## src/rtl/cdb_arbiter_pkg.sv

```systemverilog
// Shared CDB arbitration types and constants: port-owner record, requester slots,
// default CDB port count.
package cdb_arbiter_pkg;

    localparam int CDB_NUM_PORTS = 2;
    localparam int CDB_IDX_MAX_W = 8;

    // Fixed requester slots on the CDB
    localparam int REQ_ALU0 = 0;
    localparam int REQ_ALU1 = 1;
    localparam int REQ_MUL  = 2;
    localparam int REQ_LSU  = 3;

    typedef struct packed {
        logic                     valid;
        logic [CDB_IDX_MAX_W-1:0] idx;
    } cdb_port_t;

endpackage

```

## src/rtl/cdb_arbiter_rr_pick.sv

```systemverilog
// Combinational circular first-K selector: scans req & ~mask from start and
// returns up to K picked indices in scan order.
module rr_pick #(
    parameter int N     = 4,
    parameter int K     = 2,
    parameter int IDX_W = 2
) (
    input  logic [N-1:0]            req,
    input  logic [IDX_W-1:0]        start,
    input  logic [N-1:0]            mask,
    output logic [K-1:0]            pick_vld,
    output logic [K-1:0][IDX_W-1:0] pick_idx
);

    always_comb begin
        int cnt;
        int idx;
        logic [IDX_W-1:0] ii;
        pick_vld = '0;
        pick_idx = '0;
        cnt      = 0;
        idx      = 0;
        ii       = '0;
        for (int off = 0; off < N; off++) begin
            idx = int'(start) + off;
            if (idx >= N) idx = idx - N;
            ii = IDX_W'(idx);
            if (req[ii] && !mask[ii] && cnt < K) begin
                // slot index compared against constants keeps every select static
                for (int k = 0; k < K; k++) begin
                    if (k == cnt) begin
                        pick_vld[k] = 1'b1;
                        pick_idx[k] = ii;
                    end
                end
                cnt = cnt + 1;
            end
        end
    end

endmodule

```

## src/rtl/cdb_arbiter.sv

```systemverilog
// CDB arbiter: same-cycle grant, registered port-ownership map for the broadcast cycle.
// Define CDB_ARB_STARVE_EN to build starvation counters with promoted-first priority.
module cdb_arbiter
    import cdb_arbiter_pkg::*;
#(
    parameter int NUM_REQ      = 4,
    parameter int NUM_PORTS    = CDB_NUM_PORTS,
    parameter int STARVE_LIMIT = 7,
    parameter int IDX_W        = $clog2(NUM_REQ)
) (
    input  logic                            clock,
    input  logic                            reset,
    input  logic [NUM_REQ-1:0]              req,
    output logic [NUM_REQ-1:0]              grant,
    output logic [NUM_PORTS-1:0]            port_valid,
    output logic [NUM_PORTS-1:0][IDX_W-1:0] port_owner,
    output logic [IDX_W-1:0]                rr_ptr_o
);

    logic [IDX_W-1:0]                rr_ptr;
    logic [NUM_REQ-1:0]              promo;
    logic [NUM_PORTS-1:0]            pr_vld, rr_vld;
    logic [NUM_PORTS-1:0][IDX_W-1:0] pr_idx, rr_idx;
    cdb_port_t [NUM_PORTS-1:0]       port_nxt;
    logic                            rr_any;
    logic [IDX_W-1:0]                rr_last;
    logic                            unused_port_bits;

`ifdef CDB_ARB_STARVE_EN
    localparam int CNT_W = $clog2(STARVE_LIMIT + 1);
    logic [NUM_REQ-1:0][CNT_W-1:0] starve_cnt;

    always_comb begin
        promo = '0;
        for (int i = 0; i < NUM_REQ; i++)
            promo[i] = req[i] && (starve_cnt[i] >= CNT_W'(STARVE_LIMIT));
    end

    always_ff @(posedge clock) begin
        if (reset) begin
            starve_cnt <= '0;
        end else begin
            for (int i = 0; i < NUM_REQ; i++) begin
                if (!req[i] || grant[i])
                    starve_cnt[i] <= '0;
                else if (starve_cnt[i] < CNT_W'(STARVE_LIMIT))
                    starve_cnt[i] <= starve_cnt[i] + CNT_W'(1);
            end
        end
    end
`else
    localparam int UNUSED_STARVE_LIMIT = STARVE_LIMIT;
    assign promo = '0;
`endif

    rr_pick #(.N(NUM_REQ), .K(NUM_PORTS), .IDX_W(IDX_W)) u_promo_pick (
        .req      (promo),
        .start    ('0),
        .mask     ('0),
        .pick_vld (pr_vld),
        .pick_idx (pr_idx)
    );

    // promoted requesters are taken out of the circular pass entirely
    rr_pick #(.N(NUM_REQ), .K(NUM_PORTS), .IDX_W(IDX_W)) u_rr_pick (
        .req      (req),
        .start    (rr_ptr),
        .mask     (promo),
        .pick_vld (rr_vld),
        .pick_idx (rr_idx)
    );

    always_comb begin
        int slot;
        port_nxt = '0;
        grant    = '0;
        rr_any   = 1'b0;
        rr_last  = '0;
        slot     = 0;
        for (int q = 0; q < NUM_PORTS; q++) begin
            if (pr_vld[q]) begin
                for (int p = 0; p < NUM_PORTS; p++) begin
                    if (p == slot) begin
                        port_nxt[p].valid = 1'b1;
                        port_nxt[p].idx   = CDB_IDX_MAX_W'(pr_idx[q]);
                    end
                end
                slot = slot + 1;
            end
        end
        for (int q = 0; q < NUM_PORTS; q++) begin
            if (rr_vld[q]) begin
                for (int p = 0; p < NUM_PORTS; p++) begin
                    if (p == slot) begin
                        port_nxt[p].valid = 1'b1;
                        port_nxt[p].idx   = CDB_IDX_MAX_W'(rr_idx[q]);
                        rr_any            = 1'b1;
                        rr_last           = rr_idx[q];
                    end
                end
                slot = slot + 1;
            end
        end
        for (int p = 0; p < NUM_PORTS; p++)
            if (port_nxt[p].valid) grant[port_nxt[p].idx[IDX_W-1:0]] = 1'b1;
        if (reset) grant = '0;
    end

    assign unused_port_bits = ^port_nxt;

    always_ff @(posedge clock) begin
        if (reset) begin
            port_valid <= '0;
            port_owner <= '0;
            rr_ptr     <= '0;
        end else begin
            for (int p = 0; p < NUM_PORTS; p++) begin
                port_valid[p] <= port_nxt[p].valid;
                port_owner[p] <= port_nxt[p].idx[IDX_W-1:0];
            end
            if (rr_any)
                rr_ptr <= (rr_last == IDX_W'(NUM_REQ - 1)) ? '0 : rr_last + IDX_W'(1);
        end
    end

    assign rr_ptr_o = rr_ptr;

endmodule

```

## config.mk

```make
export PLATFORM = sky130hd
export DESIGN_NAME = cdb_arbiter
export DESIGN_NICKNAME = d
export VERILOG_FILES = /design/src/rtl/cdb_arbiter_pkg.sv /design/src/rtl/cdb_arbiter_rr_pick.sv /design/src/rtl/cdb_arbiter.sv
export SDC_FILE = /design/constraint.sdc
export NUM_CORES = 1
export LEC_CHECK = 0
export BUFFER_PORTS_ARGS = -buffer_cell sky130_fd_sc_hd__buf_2
export CORE_ASPECT_RATIO = 0.9
export CORE_MARGIN = 2
export CORE_UTILIZATION = 48
export CTS_CLUSTER_DIAMETER = 40
export DETAILED_ROUTE_END_ITERATION = 12
export MAX_ROUTING_LAYER = met4
export PLACE_DENSITY = 0.75
export REMOVE_ABC_BUFFERS = 1
export SKIP_LAST_GASP = 1
export SYNTH_ARGS = -nofsm -noshare
export SYNTH_HDL_FRONTEND = slang
export SYNTH_SLANG_ARGS = --single-unit
```

## constraint.sdc

```tcl
create_clock -name clock -period 3.28 [get_ports clock]
set_clock_uncertainty 0.1 [all_clocks]
set_input_delay 0.328 -clock clock [delete_from_list [all_inputs] [get_ports clock]]
set_output_delay 0.328 -clock clock [all_outputs]
set_load 0.05 [all_outputs]
```

==> impl_results.md <==
* IO Port Bufs at 17
* RSZ-0062 raised after global routing: true
* Critical path endpoint category: output port
* Cell variety after synth at 39
* Final WL at 3600 um
* GPL Wtd Cong at 0.856
* Warnings from Yosys at 0
* Total GRT Usage at 39.4%
* Via density at roughly 6.3
* Post-synthesis cell count at 101
* Critical Path RT at 2.85 ns
* First-pass GRT wire length at 5490 um
* CTS Sinks at 8
* Dpl ws at -0.314 ns
* DP Area at 0.00120 mm2
* Crit Path Category: register to output port
* Part of the Yosys area used for sequential elements at 19.1%
* Initial Utilization at 50.3%
* GR peak layer: met2
* CTS buffer count at 3
* Final instance area at 0.00143 mm2
* HP Start: reset
* Initial antenna violation count at 0
* M3 GR Usage at 13.8%
* M2 GR Usage at 54.4%
* # fillers at 84
* Core area at about 0.0017 mm2
* CTS tree: built
* Final setup vio count at 4
* Area delta synth->final at 71.2%
* Ys async rst share at 0%
* Pin count of the biggest net entering global routing at 13
* Critical path origin: rr_ptr_o[1]
* Yosys reg bits at 8
* Fin crit share at 110%
* TritonRoute pass-1 iters at 4
* Drt wl/cell at between 15 and 20 um
* Clock Tree Root: clkbuf_4
* Final min period at 3.60 ns
* CTS Buffer Depth at 2
* Total I/O pin count at 18
* Clk Latency, worst-skew pair at 0.27 ns
* Via Count at around 1100
* Setup ws final at -0.319 ns
* Crit Path Max Fanout at 6
* Die width at 48.0 um
* Max-slew violations at 0
* End of the critical path: grant[3]
* CTS H-tree lvls at 1
* Die Height at 43.6 um
* Commonest non-fill, non-tap cell in the layout: buf_4
* Fmax at 278 MHz
* Final #Nets at roughly 170
* Met1 usage at 49.6%
* HPWL reported at the end of detailed placement at about 2000 um
* Num rows at 14
* Grt ovf at 0
* Antenna viol nets, final at 0
* Failing checks: negative setup slack
* Post-synth EDFFs at 0
* Worst stage delay on the critical path at 0.55 ns
* Reg-to-Reg End: rr_ptr_o[1]
* Worst reg-to-reg path cell count at 14
* DIE AREA at between 0.002 and 0.0025 mm2
* Total negative slack at -1.21 ns
* Slowest cell on the critical path: mux4_2
* Highest-count cells in the layout ignoring fill and taps: buf_4, buf_2, nand2_1, buf_6, dfxtp_1
* Hold crit path type: primary input to register
* Data arrival, critical path at 3.17 ns
* Layout cells sized above 1 at 61.4%
* Status: finished, violations left
* RR Startpoint: rr_ptr_o[1]
* Clock Pin Slew Worst Setup and Hold Paths at 0.06 ns
* Final Hold Fails at 0
* Actual slew at the worst max-slew pin at 0.414 ns
* Relative max-transition margin at 72.3%
* DRC at 0
* Number of global-route vias before repair at 1137
* Startpoint class of the critical path: register
* Synth Flop Type: dfxtp_1
* R2R Setup Slk at roughly 0.28 ns
* N_diodes at 0
* MaxCap Viol Count at 0
* Syn avg cell area at 8.29 um2
* CP Cell Sequence: mux4_2, inv_2, ha_4, nor3b_2, buf_4, mux2i_4, o22ai_4, inv_2, nor3_2, buf_4, o21ba_2, a22o_1, buf_6
* Initial drt markers at 37
* Mapped cell area at 837 um2
[layout make-up]
type,count,area (um2),area share (%)
Clock buffer,3,22.5,1.57
Inverter,9,36.3,2.53
Multi-Input combinational cell,82,768,53.6
Sequential cell,8,165,11.5
Tap cell,24,30.0,2.10
Timing Repair Buffer,56,410,28.6
[cells in the mapped netlist, types with 2 or more instances]
cell type | n | share of area [%]
a31oi_1 | 2 | 1.5
inv_1 | 9 | 4.0
ha_1 | 6 | 9.0
and2_1 | 3 | 2.2
nand3_1 | 5 | 3.0
mux4_2 | 3 | 8.1
o21ai_0 | 5 | 3.0
o22ai_1 | 2 | 1.5
nor3b_1 | 2 | 1.8
and3_1 | 2 | 1.5
nand2b_1 | 3 | 2.2
clkbuf_1 | 2 | 0.90
a21oi_1 | 6 | 3.6
a211o_1 | 2 | 2.1
nor2_1 | 7 | 3.1
nand2_1 | 9 | 4.0
a22o_1 | 2 | 2.1
o32ai_1 | 2 | 2.1
dfxtp_1 | 8 | 19
nor2b_1 | 2 | 1.5
[state kept, by name, indices dropped and copies added (netlist names)]
signal / count
port_owner: 4
port_valid: 2
rr_ptr_o: 2
[metrics by stage]
step           hold slack [ns]  utilization, %  std cells
6_report                 0.253            86.1        182
5_1_grt                  0.283            86.1        182
4_1_cts                  0.237            84.6        181
3_5_place_dp             0.504            72.1        174
3_3_place_gp             0.492            72.1        174
2_1_floorplan            0.297               -         99
[timing repair]
item | in CTS | in global routing
gates cloned | 0 | 0
hold buffers | 0 | 0
resized for setup | 39 | 6
hold endpoints to repair | 0 | 0
endpoints found under the setup margin | 4 | 4
buffers inserted | 4 | 1
pin swaps | 16 | 4
[cells by family after synthesis]
kind of cell	synth area share (%)
AOI/OAI and AO/OA	28.7
buffers and inverters	4.93
muxes	12.0
xor gates and xnor gates	1.05
and+or+nand+nor	25.3
adders and majority gates	8.97
DFF	19.1
[worst max-delay path, delay by kind of cell, from the launching register on]
family                   cells  cell delay [ns]
flip-flops                   1             0.35
multiplexers                 2             0.64
AND/OR/NAND/NOR              2             0.40
adder cells (fa/ha/maj)      1             0.21
AO/OA/AOI/OAI                3             0.61
buffers and inverters        5             0.68
[metal layers]
| metal | wire length [um] | part of all wire (%) |
|---|---|---|
| met5 | 0 | 0 |
| met2 | 1710 | 47 |
| met1 | 1390 | 39 |
| met3 | 349 | 9.7 |
| met4 | 154 | 4.3 |
[how the worst min path moves through the flow]
stage,endpoint,slack [ns],depth (start not counted)
2_1_floorplan,rr_ptr_o[0],0.30,1
3_3_place_gp,rr_ptr_o[0],0.49,2
3_5_place_dp,rr_ptr_o[0],0.50,2
4_1_cts,rr_ptr_o[0],0.24,2
5_1_grt,rr_ptr_o[0],0.28,2
6_report,rr_ptr_o[0],0.25,2
Power is not shown: default switching activity piles up to over one toggle a cycle in this logic, so the estimate is an artifact.
